**src/rtl/rng_stream_gen.sv**
```systemverilog
// Multi-lane xorshift32 word stream with counted or free-running runs; valid one cycle after start.
// rand_num_data is the live lane state; it only advances on an accepted handshake and holds while stalled.
module rng_stream_gen #(
  parameter int          LANES     = 1,
  parameter int          CNT_W     = 16,
  parameter logic [31:0] SEED_BASE = 32'h2545F491
) (
  input  logic                  clock,
  input  logic                  reset,
  input  logic                  start,
  input  logic [CNT_W-1:0]      count,
  input  logic                  stop,
  input  logic                  seed_load,
  input  logic [31:0]           seed_data,
  output logic [32*LANES-1:0]   rand_num_data,
  output logic                  rand_num_valid,
  input  logic                  rand_num_ready,
  output logic                  busy,
  output logic                  done
);

  typedef enum logic [1:0] {
    S_IDLE = 2'd0,
    S_RUN  = 2'd1,
    S_DONE = 2'd2
  } state_t;

  function automatic logic [31:0] xorshift32(input logic [31:0] x);
    logic [31:0] y;
    y = x;
    y = y ^ (y << 13);
    y = y ^ (y >> 17);
    y = y ^ (y << 5);
    return y;
  endfunction

  // Lanes are decorrelated by the golden-ratio constant; an all-zero state would lock xorshift at zero.
  function automatic logic [31:0] lane_seed(input logic [31:0] s, input int idx);
    logic [31:0] k;
    logic [31:0] v;
    k = 32'(idx) * 32'h9E3779B9;
    v = s ^ k;
    return (v == 32'h0) ? 32'h00000001 : v;
  endfunction

  state_t           state_q, state_d;
  logic             valid_q, valid_d;
  logic             busy_q,  busy_d;
  logic             done_q,  done_d;
  logic [CNT_W-1:0] cnt_q,   cnt_d;
  logic [31:0]      lane_q [LANES];
  logic [31:0]      lane_d [LANES];

  logic accept;
  assign accept = valid_q & rand_num_ready;

  always_comb begin
    state_d = state_q;
    valid_d = valid_q;
    busy_d  = busy_q;
    done_d  = 1'b0;
    cnt_d   = cnt_q;
    lane_d  = lane_q;
    case (state_q)
      S_IDLE: begin
        // Seed is applied on the same edge as start, so the run opens on the new seed.
        if (seed_load) begin
          for (int i = 0; i < LANES; i++) lane_d[i] = lane_seed(seed_data, i);
        end
        if (start) begin
          state_d = S_RUN;
          valid_d = 1'b1;
          busy_d  = 1'b1;
          cnt_d   = count;
        end
      end
      S_RUN: begin
        if (accept) begin
          for (int i = 0; i < LANES; i++) lane_d[i] = xorshift32(lane_q[i]);
          // Zero counter in RUN means free-run, so it is never decremented.
          if (cnt_q != '0) cnt_d = cnt_q - CNT_W'(1);
        end
        if (stop || (accept && cnt_q == CNT_W'(1))) begin
          state_d = S_DONE;
          valid_d = 1'b0;
          busy_d  = 1'b0;
          done_d  = 1'b1;
          cnt_d   = '0;
        end
      end
      S_DONE: begin
        state_d = S_IDLE;
      end
      default: begin
        state_d = S_IDLE;
        valid_d = 1'b0;
        busy_d  = 1'b0;
        cnt_d   = '0;
      end
    endcase
  end

  always_ff @(posedge clock or posedge reset) begin
    if (reset) begin
      state_q <= S_IDLE;
      valid_q <= 1'b0;
      busy_q  <= 1'b0;
      done_q  <= 1'b0;
      cnt_q   <= '0;
      for (int i = 0; i < LANES; i++) lane_q[i] <= lane_seed(SEED_BASE, i);
    end else begin
      state_q <= state_d;
      valid_q <= valid_d;
      busy_q  <= busy_d;
      done_q  <= done_d;
      cnt_q   <= cnt_d;
      lane_q  <= lane_d;
    end
  end

  always_comb begin
    rand_num_data = '0;
    for (int i = 0; i < LANES; i++) rand_num_data[32*i +: 32] = lane_q[i];
  end

  assign rand_num_valid = valid_q;
  assign busy           = busy_q;
  assign done           = done_q;

  ap_hold_on_stall: assert property (@(posedge clock) disable iff (reset)
    (rand_num_valid && !rand_num_ready) |=> $stable(rand_num_data));

  ap_done_not_busy: assert property (@(posedge clock) disable iff (reset)
    done |-> !busy);

endmodule

```
**config.mk**
```make
export PLATFORM = sky130hd
export DESIGN_NAME = rng_stream_gen
export DESIGN_NICKNAME = d
export VERILOG_FILES = /design/src/rtl/rng_stream_gen.sv
export SDC_FILE = /design/constraint.sdc
export NUM_CORES = 1
export LEC_CHECK = 0
export ABC_CLOCK_PERIOD_IN_PS = 6700
export CORE_MARGIN = 1.5
export CORE_UTILIZATION = 30
export CTS_CLUSTER_DIAMETER = 100
export CTS_CLUSTER_SIZE = 40
export DETAILED_ROUTE_END_ITERATION = 12
export GPL_TIMING_DRIVEN = 0
export MAX_ROUTING_LAYER = met4
export SYNTH_ARGS = -nofsm -noshare
export SYNTH_HDL_FRONTEND = slang
export SYNTH_SLANG_ARGS = --single-unit
export TNS_END_PERCENT = 5
```
**constraint.sdc**
```tcl
create_clock -name clock -period 6.7 [get_ports clock]
set_clock_uncertainty 0.15 [all_clocks]
set_input_delay 1.005 -clock clock [delete_from_list [all_inputs] [get_ports clock]]
set_output_delay 1.005 -clock clock [all_outputs]
set_load 0.01 [all_outputs]
```
==> out/qor.yml, run 1 <==
global_routing:
  grtUsageTotal_pct: 19.5
  grt_pass1_wl_um: 19200
  grt_antenna_before_repair: 0
  grt_max_degree: 36
  gr-total-overflow: 0
  grt_pass1_vias: 3616
clock_network:
  cts_hold_buf: 0
  cts_tree: "yes"
  postCtsResizedCells: 0
  cts_num_sinks: 52
  cts_made_buffers: 5
  clock_latency_ns: 0.29
  h-tree-depth: 2
  clock_path_buffers: 2
  cts-root-buf: "clkbuf_16"
  clk_pin_slew_worst_paths_ns: 0.07
  postCtsSetupBuffers: 0
setup_path:
  cp_slowest_cell: "clkdlybuf4s50_1"
  path_buf_inv: 2
  critPathMaxFanout: 10
  slowest_delay_ns: 0.49
  startpoint_type: "input pin"
  critPathArrivalTime_ns: 3.15
  required_ns: 6.72
  end_kind: "flip-flop"
  path_class: "in2reg"
  path_cells: "clkdlybuf4s50_1 -> nor3b_4 -> a21oi_1 -> a41oi_1 -> buf_2 -> o21ai_0 -> a22o_1"
  cp_top_family: "compound AO/OA/AOI/OAI gates"
drt:
  ant_nets: 0
  wl_per_cell_um: 18.0
  initialDrtViolationCount: 183
  route.detailed.drc: 0
  first_pass_iters: 4
  wirelength_um: 12000
  vias: 3664
  viasPerCell: 5.47
timing:
  min_period_over_period_pct: 46.6
  fmax_mhz: 320
  tightest_slew_ns: 0.658
  max-slew-margin-rel_pct: 56.1
  maxSlewViolCount: 0
  rsz0062_at_grt: "no"
  post-route-min-period_ns: 3.12
  finalHoldViolations: 0
  setup_viol: 0
  tns_ns: 0
cells_and_area:
  seqCellArea_um2: 1320
  final_cell_mix: "clkdlybuf4s50_1 (88), nand2_1 (48), o21ai_0 (40)"
  multiInputGateArea_um2: 2170
  fin_nets: 579
  drive_above_1_share_pct: 7.84
  fillers: 1184
  diodes: 0
  syn_to_final_growth_pct: 34.1
  final_common_cell: "clkdlybuf4s50_1"
  utilization_pct: 41.0
placement:
  hpwl_um: 9230
  port-buffer-count: 88
  place_congestion: 0.971
yosys:
  yosys_warnings: 0
  syn-cell-area_um2: 3660
  synth_top_flop_cell: "dfrtp_1"
  synth.distinct_cells: 57
  syn_area_per_cell_um2: 8.59
  synth_edf_count: 0
  synth_nets: 483
  synth_seq_cells: 52
  async_flop_share_pct: 100
  syn_inst: 426
  yosysSeqAreaShare_pct: 36.1
power_and_ir_drop:
  power_leakage_nw: 1.87
  swShare_pct: 45.8
  power_switching_mw: 1.25
  pwr-share-comb_pct: 64.3
  ir_worst_vdd_uv: 168
  pwr-share-seq_pct: 24.8
  power_per_cell_area_nw_per_um2: 556
  clkPwrFrac_pct: 10.9
  intPower_mw: 1.48
floorplan:
  rows: 40
  coreArea_um2: 12000
  ios: 89
  dieArea_um2: 12900
  die_w_um: 113
  start_util_pct: 30.6
  dieHeight_um: 113
run:
  cap_viol_max_count: 0
hold_path:
  hold_class: "reg2reg"
run_status:
  status: "finished, final reports clean"
[layout make-up]
class | count | area share [%]
inverter | 7 | 0.536
clock buffer | 7 | 2.70
sequential | 52 | 26.9
multi-input combinational | 336 | 44.2
buffer | 31 | 2.91
timing repair buffer | 89 | 18.4
tap | 147 | 3.75
clock inverter | 1 | 0.612
[power groups by stage]
| stage | sequential [mW] | combinational [mW] | clock [mW] |
|---|---|---|---|
| finish | 0.676 | 1.75 | 0.297 |
| global route | 0.700 | 1.91 | 0.317 |
| global placement | 0.674 | 1.70 | 0 |
| floorplan | 0.675 | 1.18 | 0 |
| detailed placement | 0.678 | 1.74 | 0 |
| CTS | 0.674 | 1.74 | 0.301 |
[routing by layer]
layer | GRT usage [%] | routed length, µm | part of all wire [%]
met5 | - | 0 | 0
met4 | 6.00 | 290 | 2.4
met3 | 2.92 | 768 | 6.4
met2 | 31.4 | 5650 | 47
met1 | 25.5 | 5330 | 44
[cell usage after synthesis (2+ instances only)]
cell type / count / area [µm²]
a221o_1: 2 / 20.0
dfrtp_1: 38 / 951
a22o_1: 9 / 78.8
o21ai_0: 40 / 200
a22oi_1: 12 / 90.1
buf_6: 2 / 22.5
o31ai_1: 4 / 30.0
buf_2: 3 / 15.0
a2bb2oi_1: 8 / 70.1
inv_1: 7 / 26.3
a21o_1: 3 / 22.5
o32ai_1: 2 / 17.5
a21oi_1: 24 / 120
o211ai_1: 2 / 15.0
nand2b_1: 3 / 18.8
mux2i_1: 5 / 50.1
nor2b_1: 2 / 12.5
nor3_1: 9 / 45.0
o2bb2ai_1: 4 / 35.0
o21a_1: 3 / 22.5
nor4_1: 10 / 62.6
buf_1: 5 / 18.8
nor2_1: 35 / 131
dfstp_2: 14 / 368
o22ai_1: 10 / 62.6
clkbuf_1: 19 / 71.3
ha_1: 3 / 37.5
or3_1: 3 / 18.8
nand2_1: 48 / 180
xor2_1: 25 / 219
xnor2_1: 38 / 333
nand3_1: 5 / 25.0
buf_4: 2 / 15.0
nand4_1: 4 / 25.0
[registers in the layout, indices dropped and copies added, names as in the netlist]
| register | count |
|---|---|
| state_q | 2 |
| busy | 1 |
| rand_num_data | 32 |
| done | 1 |
| cnt_q | 16 |
[logic make-up after synthesis]
| family | share of synthesized area (%) |
|---|---|
| xor gates and xnor gates | 15.1 |
| AOI/OAI and AO/OA | 23.8 |
| and+or+nand+nor | 18.1 |
| DFF | 36.1 |
| muxes | 1.37 |
| buffers and inverters | 4.62 |
| adders and majority gates | 1.03 |
[path summary, 6_finish.rpt]
check	start	end	slack, ns	cells past startpoint
worst max-delay path	start	cnt_q[4]	3.58	7
worst min-delay path	rand_num_data[24]	rand_num_data[24]	0.36	2
worst max register to register	state_q[0]	cnt_q[4]	4.26	7
worst min register to register	rand_num_data[24]	rand_num_data[24]	0.36	2
max in group asynchronous	reset	rand_num_data[7]	4.90	3
min in group asynchronous	reset	rand_num_data[21]	0.88	2
[tightest hold or removal path, delay by kind of cell (launching register included)]
kind | cells | cell delay (ns)
flip-flops | 1 | 0.39
AND/OR/NAND/NOR | 1 | 0.05
AO/OA/AOI/OAI | 1 | 0.07
[through the flow]
stage | area, µm² | hold slack (ns) | power (mW) | instances | setup WS (ns)
after floorplan | 3660 | 0.330 | 1.85 | 426 | 4.30
after global placement | 4720 | 0.347 | 2.38 | 661 | 3.16
after detailed placement | 4740 | 0.358 | 2.41 | 662 | 3.35
after CTS | 4900 | 0.369 | 2.72 | 670 | 3.62
after global routing | 4900 | 0.399 | 2.93 | 670 | 3.45
final | 4900 | 0.360 | 2.73 | 670 | 3.58
No activity file was read; power rests on OpenSTA's default activity.
==> run 2: changes to the inputs <==
Settings changed: ABC_CLOCK_PERIOD_IN_PS 6700 to 2500.
Clock period 6.7 ns to 2.5 ns, I/O delays scaled along.
==> out/qor.yml, run 2 (synthesis gave the netlist of run 1 again) <==
run_status:
  status: "finished, final reports clean"
placement:
  dp.cells: 662
  hpwl_um: 9230
  port-buffer-count: 88
  place_congestion: 0.971
cells_and_area:
  final_common_cell: "clkdlybuf4s50_1"
  diodes: 0
  fillers: 1188
  fin_nets: 582
  syn_to_final_growth_pct: 34.9
  largest_reg_flops: 32
  final_cell_mix: "clkdlybuf4s50_1 (88), nand2_1 (48), o21ai_0 (40)"
  fin_cells: 673
  drive_above_1_share_pct: 8.56
clock_network:
  cts_num_sinks: 52
  cts_tree: "yes"
  clock_path_buffers: 2
  cts_hold_buf: 0
  cts-root-buf: "clkbuf_16"
  clk_pin_slew_worst_paths_ns: 0.07
  clock_latency_ns: 0.29
  h-tree-depth: 2
  cts_made_buffers: 5
setup_path:
  end_kind: "flip-flop"
  path_class: "reg2reg"
  reg2regPathDepth: 7
  crit_path_end: "cnt_q[12]"
  cp_top_family: "simple AND/OR/NAND/NOR gates"
  cp-startpoint: "cnt_q[0]"
  r2r-end: "cnt_q[12]"
  r2r-start: "cnt_q[0]"
  rrSetupSlack_ns: 0.12
  path_buf_inv: 1
  startpoint_type: "flip-flop"
  path_cells: "inv_1 -> ha_1 -> or3b_1 -> or3_4 -> nor2_1 -> o21ai_0 -> a221o_1"
  critPathMaxFanout: 6
  cp_slowest_cell: "or3b_1"
  slowest_delay_ns: 0.47
  critPathArrivalTime_ns: 2.40
  cp.depth: 7
  required_ns: 2.52
global_routing:
  gr-total-overflow: 0
  grt_max_degree: 36
  grt_pass1_vias: 3621
  grt_antenna_before_repair: 0
  grtUsageTotal_pct: 19.5
  grt_pass1_wl_um: 19200
power_and_ir_drop:
  power_leakage_nw: 1.88
  ir_worst_vdd_uv: 447
  power_per_cell_area_nw_per_um2: 1490
timing:
  setup_viol: 0
  max-slew-margin-rel_pct: 57.7
  fin_hold_ws_ns: 0.253
  post-route-min-period_ns: 2.38
  finalHoldViolations: 0
  tns_ns: 0
  tightest_slew_ns: 0.634
  fmax_mhz: 420
  maxSlewViolCount: 0
  min_period_over_period_pct: 95.3
floorplan:
  rows: 40
  ios: 89
  start_util_pct: 30.6
  dieHeight_um: 113
  die_w_um: 113
  dieArea_um2: 12900
  coreArea_um2: 12000
drt:
  ant_nets: 0
  wirelength_um: 12100
  wl_per_cell_um: 18.0
  vias: 3703
  route.detailed.drc: 0
  viasPerCell: 5.50
  first_pass_iters: 5
  initialDrtViolationCount: 166
hold_path:
  hold_class: "in2async"
run:
  cap_viol_max_count: 0
-- run 2: cell type report --
| cell class | count | area, µm² | share of cell area, % |
|---|---|---|---|
| Buffer | 31 | 143 | 2.89 |
| Sequential cell | 52 | 1320 | 26.7 |
| Inverter | 7 | 26.3 | 0.533 |
| Clock inverter | 1 | 30.0 | 0.609 |
| Tap cell | 147 | 184 | 3.73 |
| Multi-Input combinational cell | 336 | 2170 | 44.1 |
| Timing Repair Buffer | 92 | 923 | 18.7 |
| Clock buffer | 7 | 133 | 2.69 |
-- run 2: how the worst min path moves through the flow --
stage / startpoint / endpoint / slack, ns / depth (start not counted)
after detailed placement: rand_num_data[24] / rand_num_data[24] / 0.36 / 2
after global placement: rand_num_data[29] / rand_num_data[29] / 0.35 / 2
after CTS: reset / rand_num_data[30] / 0.27 / 2
after floorplan: cnt_q[11] / cnt_q[11] / 0.33 / 1
after global routing: reset / rand_num_data[30] / 0.30 / 2
final: reset / rand_num_data[21] / 0.25 / 2
-- run 2: stage by stage --
stage | setup WS [ns] | utilization (%) | area (µm²) | power, mW
6_report | 0.119 | 41.2 | 4930 | 7.33
3_3_place_gp | -0.409 | 39.5 | 4720 | 6.37
5_1_grt | -0.0200 | 41.2 | 4930 | 7.87
4_1_cts | 0.0455 | 41.0 | 4900 | 7.29
2_1_floorplan | 0.342 | - | 3660 | 4.96
3_5_place_dp | -0.221 | 39.6 | 4740 | 6.47
-- run 2: timing repair --
action	in CTS	in global routing
buffers inserted	0	3
endpoints found under the setup margin	0	8
gates resized for setup	0	1
-- run 2: metal layers --
| layer | vias up | routed length [µm] | share of wire (%) | global-route usage (%) |
|---|---|---|---|---|
| li1 | 1729 | - | - | - |
| met5 | - | 0 | 0 | - |
| met3 | 26 | 854 | 7.0 | 2.44 |
| met2 | 168 | 5720 | 47 | 31.4 |
| met4 | 0 | 303 | 2.5 | 6.50 |
| met1 | 1780 | 5240 | 43 | 25.5 |
-- run 2: report_power, final --
part	total, mW	switching [mW]	leakage (nW)	internal, mW
logic	4.73	2.53	1.19	2.20
clock network	0.790	0.315	0.0781	0.475
registers	1.81	0.512	0.613	1.30
==> run 3: changes to the inputs <==
Settings changed: ABC_CLOCK_PERIOD_IN_PS 2500 to 2800, RECOVER_POWER from default to 50.
Clock period 2.5 ns to 2.8 ns, I/O delays scaled along.
==> out/qor.yml, run 3 (synthesis gave the netlist of run 1 again) <==
run_status:
  status: "finished, final reports clean"
setup_path:
  end_kind: "flip-flop"
  r2r-start: "state_q[0]"
  cp_top_family: "compound AO/OA/AOI/OAI gates"
  required_ns: 2.82
  cp_slowest_cell: "clkdlybuf4s50_1"
  slowest_delay_ns: 0.49
  reg2regPathDepth: 7
  path_buf_inv: 2
  startpoint_type: "input pin"
  path_class: "in2reg"
  critPathArrivalTime_ns: 2.57
  cp.depth: 7
  cp-startpoint: "start"
  critPathMaxFanout: 10
  path_cells: "clkdlybuf4s50_1 -> nor3b_4 -> a21oi_1 -> a41oi_1 -> buf_2 -> o21ai_0 -> a22o_1"
hold_path:
  hold_class: "reg2reg"
  hold_depth: 2
  hold_start: "rand_num_data[24]"
cells_and_area:
  fillers: 1186
  fin_nets: 579
  final_cell_mix: "clkdlybuf4s50_1 (70), nand2_1 (48), o21ai_0 (40)"
  largest_reg_flops: 32
  diodes: 0
  syn_to_final_growth_pct: 33.7
  fin_cells: 670
  drive_above_1_share_pct: 7.65
  final_common_cell: "clkdlybuf4s50_1"
drt:
  initialDrtViolationCount: 175
  wirelength_um: 12100
  ant_nets: 0
  viasPerCell: 5.47
  vias: 3668
  wl_per_cell_um: 18.0
  route.detailed.drc: 0
  first_pass_iters: 5
timing:
  tns_ns: 0
  tightest_slew_ns: 0.919
  fin_hold_ws_ns: 0.360
  post-route-min-period_ns: 2.54
  rsz0062_at_grt: "no"
  maxSlewViolCount: 0
  fmax_mhz: 394
  max-slew-margin-rel_pct: 38.7
  setup_viol: 0
  finalHoldViolations: 0
  min_period_over_period_pct: 90.7
floorplan:
  coreArea_um2: 12000
  start_util_pct: 30.6
  dieHeight_um: 113
  dieArea_um2: 12900
  rows: 40
  ios: 89
  die_w_um: 113
power_and_ir_drop:
  power_per_cell_area_nw_per_um2: 1320
  power_leakage_nw: 1.87
  ir_worst_vdd_uv: 403
global_routing:
  grt_max_degree: 36
  grt_pass1_wl_um: 19200
  gr-total-overflow: 0
  grtUsageTotal_pct: 19.5
  grt_antenna_before_repair: 0
  grt_pass1_vias: 3621
clock_network:
  h-tree-depth: 2
  cts_num_sinks: 52
  cts_made_buffers: 5
  clock_path_buffers: 2
  cts_hold_buf: 0
  clk_pin_slew_worst_paths_ns: 0.07
  postCtsResizedCells: 0
  cts-root-buf: "clkbuf_16"
  clock_latency_ns: 0.29
  cts_tree: "yes"
  postCtsSetupBuffers: 0
run:
  cap_viol_max_count: 0
placement:
  hpwl_um: 9230
  dp.cells: 662
  place_congestion: 0.971
  port-buffer-count: 88
run 3: changes by cell type in the layout (fill, tap and decap cells not counted), sizes merged:
cell | before | now
clkdlybuf4s50 | 88 | 70
dlygate4sd3 | 0 | 18
buf | 16 | 12
clkbuf | 26 | 27
run 3: final cells by class:
| type | count | area, µm² | share of cell area (%) |
|---|---|---|---|
| multi-input combinational | 336 | 2170 | 44.4 |
| sequential | 52 | 1320 | 27.0 |
| timing repair buffer | 89 | 886 | 18.1 |
| tap | 147 | 184 | 3.76 |
| buffer | 31 | 143 | 2.92 |
| clock buffer | 7 | 133 | 2.71 |
| clock inverter | 1 | 30.0 | 0.614 |
| inverter | 7 | 26.3 | 0.537 |
run 3: tightest hold or removal path: cells and delay by family, from the launching register on:
kind	cells	cell delay [ns]
compound gates	1	0.07
flops	1	0.39
simple gates	1	0.05
run 3: worst paths after layout:
path / endpoint / slack, ns
max in group asynchronous: cnt_q[14] / 0.59
worst min register to register: rand_num_data[24] / 0.36
min in group asynchronous: rand_num_data[23] / 0.54
worst min-delay path: rand_num_data[24] / 0.36
worst max register to register: cnt_q[4] / 0.36
worst max-delay path: cnt_q[4] / 0.26
run 3: per-layer routing:
| metal | GRT usage (%) | wire length, µm |
|---|---|---|
| met5 | - | 0 |
| met4 | 6.50 | 307 |
| met3 | 2.44 | 720 |
| met2 | 31.4 | 5690 |
| met1 | 25.5 | 5340 |
run 3: power breakdown:
part | internal, mW | leakage [nW] | switching (mW)
Sequential | 1.16 | 0.613 | 0.449
Combinational | 1.90 | 1.18 | 2.25
Clock | 0.424 | 0.0781 | 0.285
run 3: metrics by stage:
step	total power [mW]	area, µm²	utilization (%)	setup slack [ns]
after floorplan	4.43	3660	-	0.642
after global placement	5.68	4720	39.5	-0.154
after detailed placement	5.78	4740	39.6	0.0342
after CTS	6.51	4900	41.0	0.300
after global routing	6.95	4890	40.9	0.130
final	6.48	4890	40.9	0.259
